--- src/rtl/uart_hamming_pkg.sv ---
// Shared types and Hamming(7,4) helpers for the UART receive endpoint.
package uart_hamming_pkg;

    typedef enum logic [1:0] {
        ST_IDLE  = 2'd0,
        ST_START = 2'd1,
        ST_DATA  = 2'd2,
        ST_STOP  = 2'd3
    } rx_state_e;

    localparam int P1_POS = 0;
    localparam int P2_POS = 1;
    localparam int D0_POS = 2;
    localparam int P4_POS = 3;
    localparam int D1_POS = 4;
    localparam int D2_POS = 5;
    localparam int D3_POS = 6;

    // Returns {s4,s2,s1}; a non-zero value is the 1-based position of the bad bit.
    function automatic logic [2:0] hamming74_syndrome(input logic [6:0] c);
        logic s1, s2, s4;
        s1 = c[P1_POS] ^ c[D0_POS] ^ c[D1_POS] ^ c[D3_POS];
        s2 = c[P2_POS] ^ c[D0_POS] ^ c[D2_POS] ^ c[D3_POS];
        s4 = c[P4_POS] ^ c[D1_POS] ^ c[D2_POS] ^ c[D3_POS];
        return {s4, s2, s1};
    endfunction

endpackage

--- src/rtl/nibble_fifo.sv ---
// Circular nibble FIFO; pointers carry one extra wrap bit to tell full from empty.
module nibble_fifo #(
    parameter int FIFO_DEPTH = 4,
    localparam int AW = $clog2(FIFO_DEPTH)
) (
    input  logic        clk,
    input  logic        rst_n,
    input  logic        push,
    input  logic        pop,
    input  logic [3:0]  din,
    output logic [3:0]  dout,
    output logic [AW:0] count,
    output logic        full,
    output logic        empty
);

    logic [AW:0] wr_ptr_q, rd_ptr_q;
    logic [3:0]  mem_q [FIFO_DEPTH];
    logic        do_push, do_pop;

    assign count = wr_ptr_q - rd_ptr_q;
    assign full  = (count == (AW+1)'(FIFO_DEPTH));
    assign empty = (wr_ptr_q == rd_ptr_q);
    assign dout  = mem_q[rd_ptr_q[AW-1:0]];

    // A simultaneous pop frees the slot, so a push into a full FIFO still lands.
    assign do_pop  = pop && !empty;
    assign do_push = push && (!full || do_pop);

    always_ff @(posedge clk or negedge rst_n) begin
        if (!rst_n) begin
            wr_ptr_q <= '0;
            rd_ptr_q <= '0;
            for (int i = 0; i < FIFO_DEPTH; i++) mem_q[i] <= '0;
        end else begin
            if (do_push) begin
                mem_q[wr_ptr_q[AW-1:0]] <= din;
                wr_ptr_q <= wr_ptr_q + (AW+1)'(1);
            end
            if (do_pop) rd_ptr_q <= rd_ptr_q + (AW+1)'(1);
        end
    end

endmodule

--- src/rtl/uart_hamming_rx_fifo.sv ---
// UART receiver + Hamming(7,4) corrector feeding a nibble FIFO.
// Optional extended Hamming(8,4) checking when UART_RX_SECDED_EN is defined.
module uart_hamming_rx_fifo
    import uart_hamming_pkg::*;
#(
    parameter int CLKS_PER_BIT = 16,
    parameter int FIFO_DEPTH   = 4
) (
    input  logic                          clk,
    input  logic                          rst_n,
    input  logic                          ena,
    input  logic                          rx,
    input  logic                          rd_ready,
    output logic                          rd_valid,
    output logic [3:0]                    rd_data,
    output logic [$clog2(FIFO_DEPTH):0]   fifo_count,
    output logic                          err_corrected,
    output logic [2:0]                    err_syndrome,
    output logic                          frame_err,
    output logic                          overflow,
    output logic [1:0]                    state_out
);

    localparam int CW = $clog2(CLKS_PER_BIT);
    localparam logic [CW-1:0] HALF_M1 = CW'(CLKS_PER_BIT/2 - 1);
    localparam logic [CW-1:0] FULL_M1 = CW'(CLKS_PER_BIT - 1);

    logic            rx_meta_q, rx_sync_q, rx_prev_q;
    rx_state_e       state_q, state_d;
    logic [CW-1:0]   cnt_q, cnt_d;
    logic [2:0]      bit_q, bit_d;
    logic [7:0]      shreg_q, shreg_d;

    logic            dec_vld_q, dec_vld_d;
    logic [3:0]      dec_data_q, dec_data_d;
    logic            dec_corr_q, dec_corr_d;
    logic [2:0]      dec_syn_q, dec_syn_d;
    logic            frame_err_q, frame_err_d;

    logic            err_corr_q, overflow_q;
    logic [2:0]      err_syn_q;

    logic [2:0]      syn;
    logic [6:0]      fixed;
    logic            dec_bad, dec_corr;
    logic            fifo_full, fifo_empty, pop;

    always_comb begin
        syn   = hamming74_syndrome(shreg_q[6:0]);
        fixed = shreg_q[6:0];
        if (syn != 3'd0) fixed = shreg_q[6:0] ^ (7'd1 << (syn - 3'd1));
    end

`ifdef UART_RX_SECDED_EN
    logic par_odd;
    assign par_odd  = ^shreg_q;
    // Even overall parity with a non-zero syndrome can only be a double error.
    assign dec_bad  = (syn != 3'd0) && !par_odd;
    assign dec_corr = (syn != 3'd0) || par_odd;
`else
    assign dec_bad  = shreg_q[7];
    assign dec_corr = (syn != 3'd0);
`endif

    always_comb begin
        state_d     = state_q;
        cnt_d       = cnt_q;
        bit_d       = bit_q;
        shreg_d     = shreg_q;
        dec_vld_d   = 1'b0;
        dec_data_d  = dec_data_q;
        dec_corr_d  = dec_corr_q;
        dec_syn_d   = dec_syn_q;
        frame_err_d = 1'b0;
        if (!ena) begin
            state_d = ST_IDLE;
            cnt_d   = '0;
            bit_d   = '0;
        end else begin
            unique case (state_q)
                ST_IDLE: begin
                    cnt_d = '0;
                    bit_d = '0;
                    if (rx_prev_q && !rx_sync_q) state_d = ST_START;
                end
                ST_START: begin
                    if (cnt_q == HALF_M1) begin
                        cnt_d   = '0;
                        state_d = rx_sync_q ? ST_IDLE : ST_DATA;
                    end else begin
                        cnt_d = cnt_q + CW'(1);
                    end
                end
                ST_DATA: begin
                    if (cnt_q == FULL_M1) begin
                        cnt_d   = '0;
                        shreg_d = {rx_sync_q, shreg_q[7:1]};
                        bit_d   = bit_q + 3'd1;
                        if (bit_q == 3'd7) state_d = ST_STOP;
                    end else begin
                        cnt_d = cnt_q + CW'(1);
                    end
                end
                ST_STOP: begin
                    if (cnt_q == FULL_M1) begin
                        cnt_d   = '0;
                        state_d = ST_IDLE;
                        if (!rx_sync_q || dec_bad) begin
                            frame_err_d = 1'b1;
                        end else begin
                            dec_vld_d  = 1'b1;
                            dec_data_d = {fixed[D3_POS], fixed[D2_POS], fixed[D1_POS], fixed[D0_POS]};
                            dec_corr_d = dec_corr;
                            dec_syn_d  = syn;
                        end
                    end else begin
                        cnt_d = cnt_q + CW'(1);
                    end
                end
                default: state_d = ST_IDLE;
            endcase
        end
    end

    always_ff @(posedge clk or negedge rst_n) begin
        if (!rst_n) begin
            rx_meta_q   <= 1'b1;
            rx_sync_q   <= 1'b1;
            rx_prev_q   <= 1'b1;
            state_q     <= ST_IDLE;
            cnt_q       <= '0;
            bit_q       <= '0;
            shreg_q     <= '0;
            dec_vld_q   <= 1'b0;
            dec_data_q  <= '0;
            dec_corr_q  <= 1'b0;
            dec_syn_q   <= '0;
            frame_err_q <= 1'b0;
        end else begin
            rx_meta_q   <= rx;
            rx_sync_q   <= rx_meta_q;
            rx_prev_q   <= rx_sync_q;
            state_q     <= state_d;
            cnt_q       <= cnt_d;
            bit_q       <= bit_d;
            shreg_q     <= shreg_d;
            dec_vld_q   <= dec_vld_d;
            dec_data_q  <= dec_data_d;
            dec_corr_q  <= dec_corr_d;
            dec_syn_q   <= dec_syn_d;
            frame_err_q <= frame_err_d;
        end
    end

    assign pop = rd_valid && rd_ready;

    // Status follows the push stage so it lines up with the count update.
    always_ff @(posedge clk or negedge rst_n) begin
        if (!rst_n) begin
            err_corr_q <= 1'b0;
            overflow_q <= 1'b0;
            err_syn_q  <= '0;
        end else begin
            overflow_q <= dec_vld_q && fifo_full && !pop;
            err_corr_q <= dec_vld_q && dec_corr_q && (!fifo_full || pop);
            if (dec_vld_q) err_syn_q <= dec_syn_q;
        end
    end

    nibble_fifo #(.FIFO_DEPTH(FIFO_DEPTH)) u_fifo (
        .clk   (clk),
        .rst_n (rst_n),
        .push  (dec_vld_q),
        .pop   (pop),
        .din   (dec_data_q),
        .dout  (rd_data),
        .count (fifo_count),
        .full  (fifo_full),
        .empty (fifo_empty)
    );

    assign rd_valid      = !fifo_empty;
    assign err_corrected = err_corr_q;
    assign err_syndrome  = err_syn_q;
    assign frame_err     = frame_err_q;
    assign overflow      = overflow_q;
    assign state_out     = state_q;

endmodule

--- config.mk ---
export PLATFORM = sky130hd
export DESIGN_NAME = uart_hamming_rx_fifo
export DESIGN_NICKNAME = d
export VERILOG_FILES = /design/src/rtl/uart_hamming_pkg.sv /design/src/rtl/nibble_fifo.sv /design/src/rtl/uart_hamming_rx_fifo.sv
export SDC_FILE = /design/constraint.sdc
export NUM_CORES = 1
export LEC_CHECK = 0
export ABC_AREA = 0
export CAP_MARGIN = 20
export CELL_PAD_IN_SITES_DETAIL_PLACEMENT = 1
export CELL_PAD_IN_SITES_GLOBAL_PLACEMENT = 1
export CORE_UTILIZATION = 43
export CTS_BUF_LIST = sky130_fd_sc_hd__clkbuf_4 sky130_fd_sc_hd__clkbuf_8
export DETAILED_ROUTE_END_ITERATION = 16
export PLACE_DENSITY = 0.84
export SLEW_MARGIN = 15
export SYNTH_ARGS = -nofsm -noshare
export SYNTH_HDL_FRONTEND = slang
export SYNTH_SLANG_ARGS = --single-unit
export TNS_END_PERCENT = 5
--- constraint.sdc ---
create_clock -name clk -period 3.8 [get_ports clk]
set_clock_uncertainty 0.2 [all_clocks]
set_input_delay 0.76 -clock clk [delete_from_list [all_inputs] [get_ports clk]]
set_output_delay 0.76 -clock clk [all_outputs]
set_load 0.01 [all_outputs]
==> results_dict.tcl, run 1 <==
set metrics [dict create \
    status "finished clean" \
    placement_rows 28 \
    die_w_um 81.6 \
    drtIter0Drc 66 \
    dp_slack_ns 0.804 \
    p_sw_uw 254 \
    ys_seq_area_frac 0.525 \
    clkSinkCount 57 \
    drt.antenna.violating_nets 0 \
    grt_setup_unrepaired "false" \
    ys_async_sr_fraction 1.00 \
    clockBufferDepth 2 \
    crit_required_ns 2.84 \
    die_h_um 81.6 \
    numCtsBuffers 9 \
    cp-endpoint "fifo_count[2]" \
    synth_fp_nets 240 \
    worst_pin_slew_ns 0.561 \
    synth.most_common_cell "dfrtp_1" \
    ys_warn_count 0 \
    synth-edff-count 0 \
    combPwrFrac 0.025 \
    cts_tree "built" \
    drc 0 \
    grt_pass1_vias 1933 \
    slew_violations 0 \
    layout_min_cycle_time_ns 3.31 \
    fin_area_um2 3210 \
    crit_start "u_fifo.rd_ptr_q[0]" \
    path_cells "ha_1, inv_1, fa_1, xnor2_1, clkdlybuf4s50_1" \
    leakagePower_uw 0.00152 \
    vias 1753 \
    cp-end-kind "output pin" \
    port_buffers 20 \
    ys_ff_latch 57 \
    drv_cap 0 \
    clk_pin_slew_ns 0.06 \
    cts_setup_buffers 0 \
    fp.coreArea_um2 6030 \
    synth_area_leaders "dfrtp_1, mux2_2, xnor2_1, ha_1, mux4_2" \
    cts.repair.resized 0 \
    rr_endpoint "u_fifo.wr_ptr_q[1]" \
    routedWlPerCell_um 15.7 \
    max_slew_margin 0.623 \
    ios 21 \
    rr_worst_depth 7 \
    hold_path_class "in2async" \
    met1_length_um 2200 \
    clk_latency_ns 0.34 \
    cp_slowest_cell "dfrtp_1" \
    drt_wl_total_um 5180 \
    h-tree-depth 3 \
    p_sw_frac 0.209 \
    pwr_density_cell_nw_per_um2 379 \
    worst_slack_ns 0.492 \
    layout-drive-gt1-share 0.232 \
    overflow 0 \
    arrival_ns 2.35 \
    syn_avg_cell_area_um2 12.2 \
    ys.flop_type "dfrtp_1" \
    critPathMaxFanout 7 \
    wl_met3_um 142 \
    highest_layer "met4" \
    period_share 0.871 \
    synth_top_area_cell "dfrtp_1" \
    fp.dieArea_um2 6660 \
    setup_viol 0 \
    wl_met2_um 2670 \
    antenna_found_initial 0 \
    clockRootBuffer "clkbuf_8" \
    yosysTopAreaCellShare 0.496 \
    final_nets 266 \
    place_area_um2 2990 \
    max_stage_delay_ns 0.57 \
    timing_worst_setup_path_type "reg2out" \
    fin_tns_setup_ns 0 \
    netlist_area_um2 2730 \
    grt_pass1_wl_um 9250 \
    reg2reg_slack_ns 0.97 \
    synthTopCellsByCount "dfrtp_1, mux2_2, nor2_1" \
    final_hold_viol_count 0 \
    timing.rr.start "u_fifo.rd_ptr_q[0]" \
    crit_path_start_kind "flop" \
    antenna_cells 0 \
    drtPass1Iterations 2 \
    power.internal_uw 964 \
    cts_hold_buffers 0 \
    grt_usage 0.194 \
    gp_congestion 0.882 \
    syn_inst 223 \
    area_growth_pct 18.0 \
    vias_per_cell 5.33 \
    ir_drop_v 0.000240 \
    synth.distinct_cells 33 \
    start_util 0.452 \
    hpwlAfterDp_um 3630 \
    seq_power_share 0.506 \
    max_freq_mhz 302 \
    p_clk_frac 0.469 \
    grt_start_max_net_pins 47 \
]
-- metrics by stage --
step / hold WS, ns / cells / total power (uW) / util
after floorplan: 0.145 / 223 / 634 / -
after CTS: 0.157 / 328 / 1230 / 0.530
after global placement: 0.147 / 312 / 655 / 0.497
final: 0.0917 / 329 / 1220 / 0.533
after detailed placement: 0.148 / 312 / 655 / 0.497
after global routing: 0.0962 / 329 / 1270 / 0.533
-- logic make-up after synthesis --
family                   share of synthesized area
flip-flops                                   0.525
AND/OR/NAND/NOR                             0.0992
multiplexers                                 0.164
AO/OA/AOI/OAI                               0.0579
XOR/XNOR                                    0.0707
buffers and inverters                       0.0253
adder cells (fa/ha/maj)                     0.0579
-- worst min-delay path by stage --
stage,startpoint,to,slack (ns),depth (start not counted)
detailed placement,rx_meta_q,rx_sync_q,0.15,0
finish,rst_n,bit_q[1],0.09,1
global route,rst_n,cnt_q[0],0.1,1
global placement,rx_meta_q,rx_sync_q,0.15,0
floorplan,rx_meta_q,rx_sync_q,0.15,0
CTS,rx_meta_q,rx_sync_q,0.16,0
-- layout make-up --
cell class | count | area, um2
Fill cell | 634 | 2810
Tap cell | 75 | 93.8
Clock buffer | 13 | 160
Clock inverter | 3 | 40.0
Inverter | 9 | 33.8
Timing Repair Buffer | 23 | 230
Multi-Input combinational cell | 149 | 1230
Sequential cell | 57 | 1430
-- critical path, delay by kind of cell (launching register included) --
kind | cells | cell delay (ns)
fa+ha+maj | 2 | 0.68
buf+inv | 2 | 0.59
flops | 1 | 0.57
xor+xnor | 1 | 0.17
-- layer usage --
metal	GRT usage	vias up
met1	0.229	882
li1	-	823
met5	0	-
met3	0.0467	18
met4	0.111	0
met2	0.325	30
-- placed cells by master, fill, tap and decap left out, drive strengths merged, types with 2 or more instances in the layout --
cell           instances
dfrtp                 54
mux2                  30
nor2                  19
clkdlybuf4s50         19
xnor2                 16
nand2                 14
clkbuf                13
ha                    11
inv                    9
a21oi                  8
xor2                   6
nand3                  6
nor2b                  5
o22ai                  4
mux4                   4
buf                    4
nand2b                 3
or3                    3
a22oi                  3
dfstp                  3
o21ai                  2
a22o                   2
mux2i                  2
clkinv                 2
-- power groups by stage --
stage,clock network (uW),registers [uW],logic [uW]
floorplan,0,625,9.18
global placement,0,627,27.8
detailed placement,0,627,28.6
CTS,589,616,29.1
global route,616,616,35.1
finish,571,616,30.4
-- sequential cells by signal, summed over array words and instances (netlist names), 2 cells and up --
name / count
u_fifo.mem_q: 16
shreg_q: 8
cnt_q: 4
dec_data_q: 4
bit_q: 3
dec_syn_q: 3
err_syndrome: 3
u_fifo.rd_ptr_q: 3
u_fifo.wr_ptr_q: 3
state_out: 2
(Power assumes the default switching activity.)
==> run 2, diff against run 1 <==
--- a/config.mk
+++ b/config.mk
@@ -6,7 +6,7 @@
 export NUM_CORES = 1
 export LEC_CHECK = 0
 export ABC_AREA = 0
-export CAP_MARGIN = 20
+export CAP_MARGIN = 5
 export CELL_PAD_IN_SITES_DETAIL_PLACEMENT = 1
 export CELL_PAD_IN_SITES_GLOBAL_PLACEMENT = 1
 export CORE_UTILIZATION = 43
==> run 2 against run 1 <==
Final area shrank 0.62%. Die area is the same. Register-to-register slack is essentially flat. Maximum frequency is essentially flat. Critical endpoint unchanged. Final cell count shrank 0.30%. Sequential power is essentially flat. Worst setup slack lost 0.0011 ns. Largest power group unchanged. Total power shrank 0.25%. Sequential share of layout area grew 0.28 points. Worst hold slack gained 0.064 ns. Core utilization shrank 0.33 points.
==> results_dict.tcl, run 2 (synthesis gave the netlist of run 1 again) <==
set metrics [dict create \
    fp.coreArea_um2 6030 \
    grt_start_max_net_pins 47 \
    grt_pass1_vias 1933 \
    final_nets 265 \
    slew_violations 0 \
    gp_congestion 0.882 \
    h-tree-depth 3 \
    port_buffers 20 \
    drt_wl_total_um 5160 \
    drc 0 \
    p_sw_frac 0.208 \
    grt_pass1_wl_um 9250 \
    pwr_density_cell_nw_per_um2 380 \
    clockBufferDepth 2 \
    crit_path_start_kind "flop" \
    drtIter0Drc 51 \
    crit_required_ns 2.84 \
    status "finished clean" \
    vias 1757 \
    antenna_found_initial 0 \
    cts_tree "built" \
    clkSinkCount 57 \
    max_freq_mhz 302 \
    fp.dieArea_um2 6660 \
    fin_tns_setup_ns 0 \
    fin_area_um2 3190 \
    critPathMaxFanout 7 \
    area_growth_pct 17.2 \
    hold-worst-slack_ns 0.155 \
    drv_cap 0 \
    numCtsBuffers 9 \
    cts.repair.resized 0 \
    placement_rows 28 \
    clockRootBuffer "clkbuf_8" \
    routedWlPerCell_um 15.7 \
    leakagePower_uw 0.00151 \
    die_w_um 81.6 \
    cp-end-kind "output pin" \
    place_area_um2 2990 \
    reg_top3 "u_fifo.mem_q (16), shreg_q (8)" \
    drt.antenna.violating_nets 0 \
    grt_setup_unrepaired "false" \
    regMostFlops "u_fifo.mem_q" \
    hpwlAfterDp_um 3630 \
    drtPass1Iterations 2 \
    combPwrFrac 0.023 \
    timing_worst_setup_path_type "reg2out" \
    cts_setup_buffers 0 \
    seq_power_share 0.507 \
    cts_hold_buffers 0 \
    final_hold_viol_count 0 \
    clk_latency_ns 0.34 \
    p_sw_uw 253 \
    setup_viol 0 \
    period_share 0.871 \
    overflow 0 \
    clk_pin_slew_ns 0.06 \
    die_h_um 81.6 \
    ios 21 \
    layout_min_cycle_time_ns 3.31 \
    power.internal_uw 962 \
    nFillCells 633 \
    grt_usage 0.194 \
    hold_path_class "reg2reg" \
    max_slew_margin 0.323 \
    worst_pin_slew_ns 1.02 \
    p_clk_frac 0.470 \
    ir_drop_v 0.000236 \
    final_common_cell "dfrtp_1" \
    arrival_ns 2.35 \
    antenna_cells 0 \
    largest_reg_flops 16 \
    start_util 0.452 \
    layout-drive-gt1-share 0.229 \
    vias_per_cell 5.36 \
    final_cell_mix "dfrtp_1, mux2_2, nor2_1, clkdlybuf4s50_1, xnor2_1" \
]
[run 2: cell count changes in the layout (fill, tap and decap cells not counted), sizes merged]
cell / delta
buf: -1
[run 2: final cells by class]
| type | count | area [um2] | area share |
|---|---|---|---|
| multi-input combinational | 149 | 1230 | 0.384 |
| clock buffer | 13 | 160 | 0.0501 |
| clock inverter | 3 | 40.0 | 0.0125 |
| tap | 75 | 93.8 | 0.0294 |
| inverter | 9 | 33.8 | 0.0106 |
| sequential | 57 | 1430 | 0.448 |
| timing repair buffer | 22 | 210 | 0.0658 |
[run 2: worst paths after layout]
path	start	to	slack, ns	cells past startpoint
worst max-delay path	u_fifo.rd_ptr_q[0]	fifo_count[2]	0.49	5
worst min-delay path	rx_meta_q	rx_sync_q	0.16	0
worst max register to register	u_fifo.rd_ptr_q[0]	u_fifo.wr_ptr_q[1]	0.97	7
worst min register to register	rx_meta_q	rx_sync_q	0.16	0
max in group asynchronous	rst_n	u_fifo.mem_q[7]	2.26	2
min in group asynchronous	rst_n	bit_q[1]	0.39	1
[run 2: power groups by stage]
stage | combinational (uW) | sequential, uW | clock (uW)
final | 27.9 | 616 | 571
after global placement | 27.8 | 627 | 0
after floorplan | 9.18 | 625 | 0
after detailed placement | 28.6 | 627 | 0
after global routing | 32.7 | 616 | 616
after CTS | 29.1 | 616 | 589
[run 2: critical path: stages, from the launching register on]
cell and delay, ns:
dfrtp_1 0.57, ha_1 0.21, inv_1 0.05, fa_1 0.47
xnor2_1 0.17, clkdlybuf4s50_1 0.54
[run 2: stage by stage]
stage,worst slack (ns),power [uW],cells,util
2_1_floorplan,1.24,634,223,-
3_3_place_gp,0.846,655,312,0.497
3_5_place_dp,0.804,655,312,0.497
4_1_cts,0.443,1230,328,0.530
5_1_grt,0.339,1260,328,0.530
6_report,0.491,1210,328,0.530
[run 2: metal layers]
metal / share of wire / wire length (um) / global-route usage
met3: 0.027 / 141 / 0.0467
met4: 0.035 / 178 / 0.111
met5: 0 / 0 / 0
met2: 0.52 / 2680 / 0.325
met1: 0.42 / 2160 / 0.229
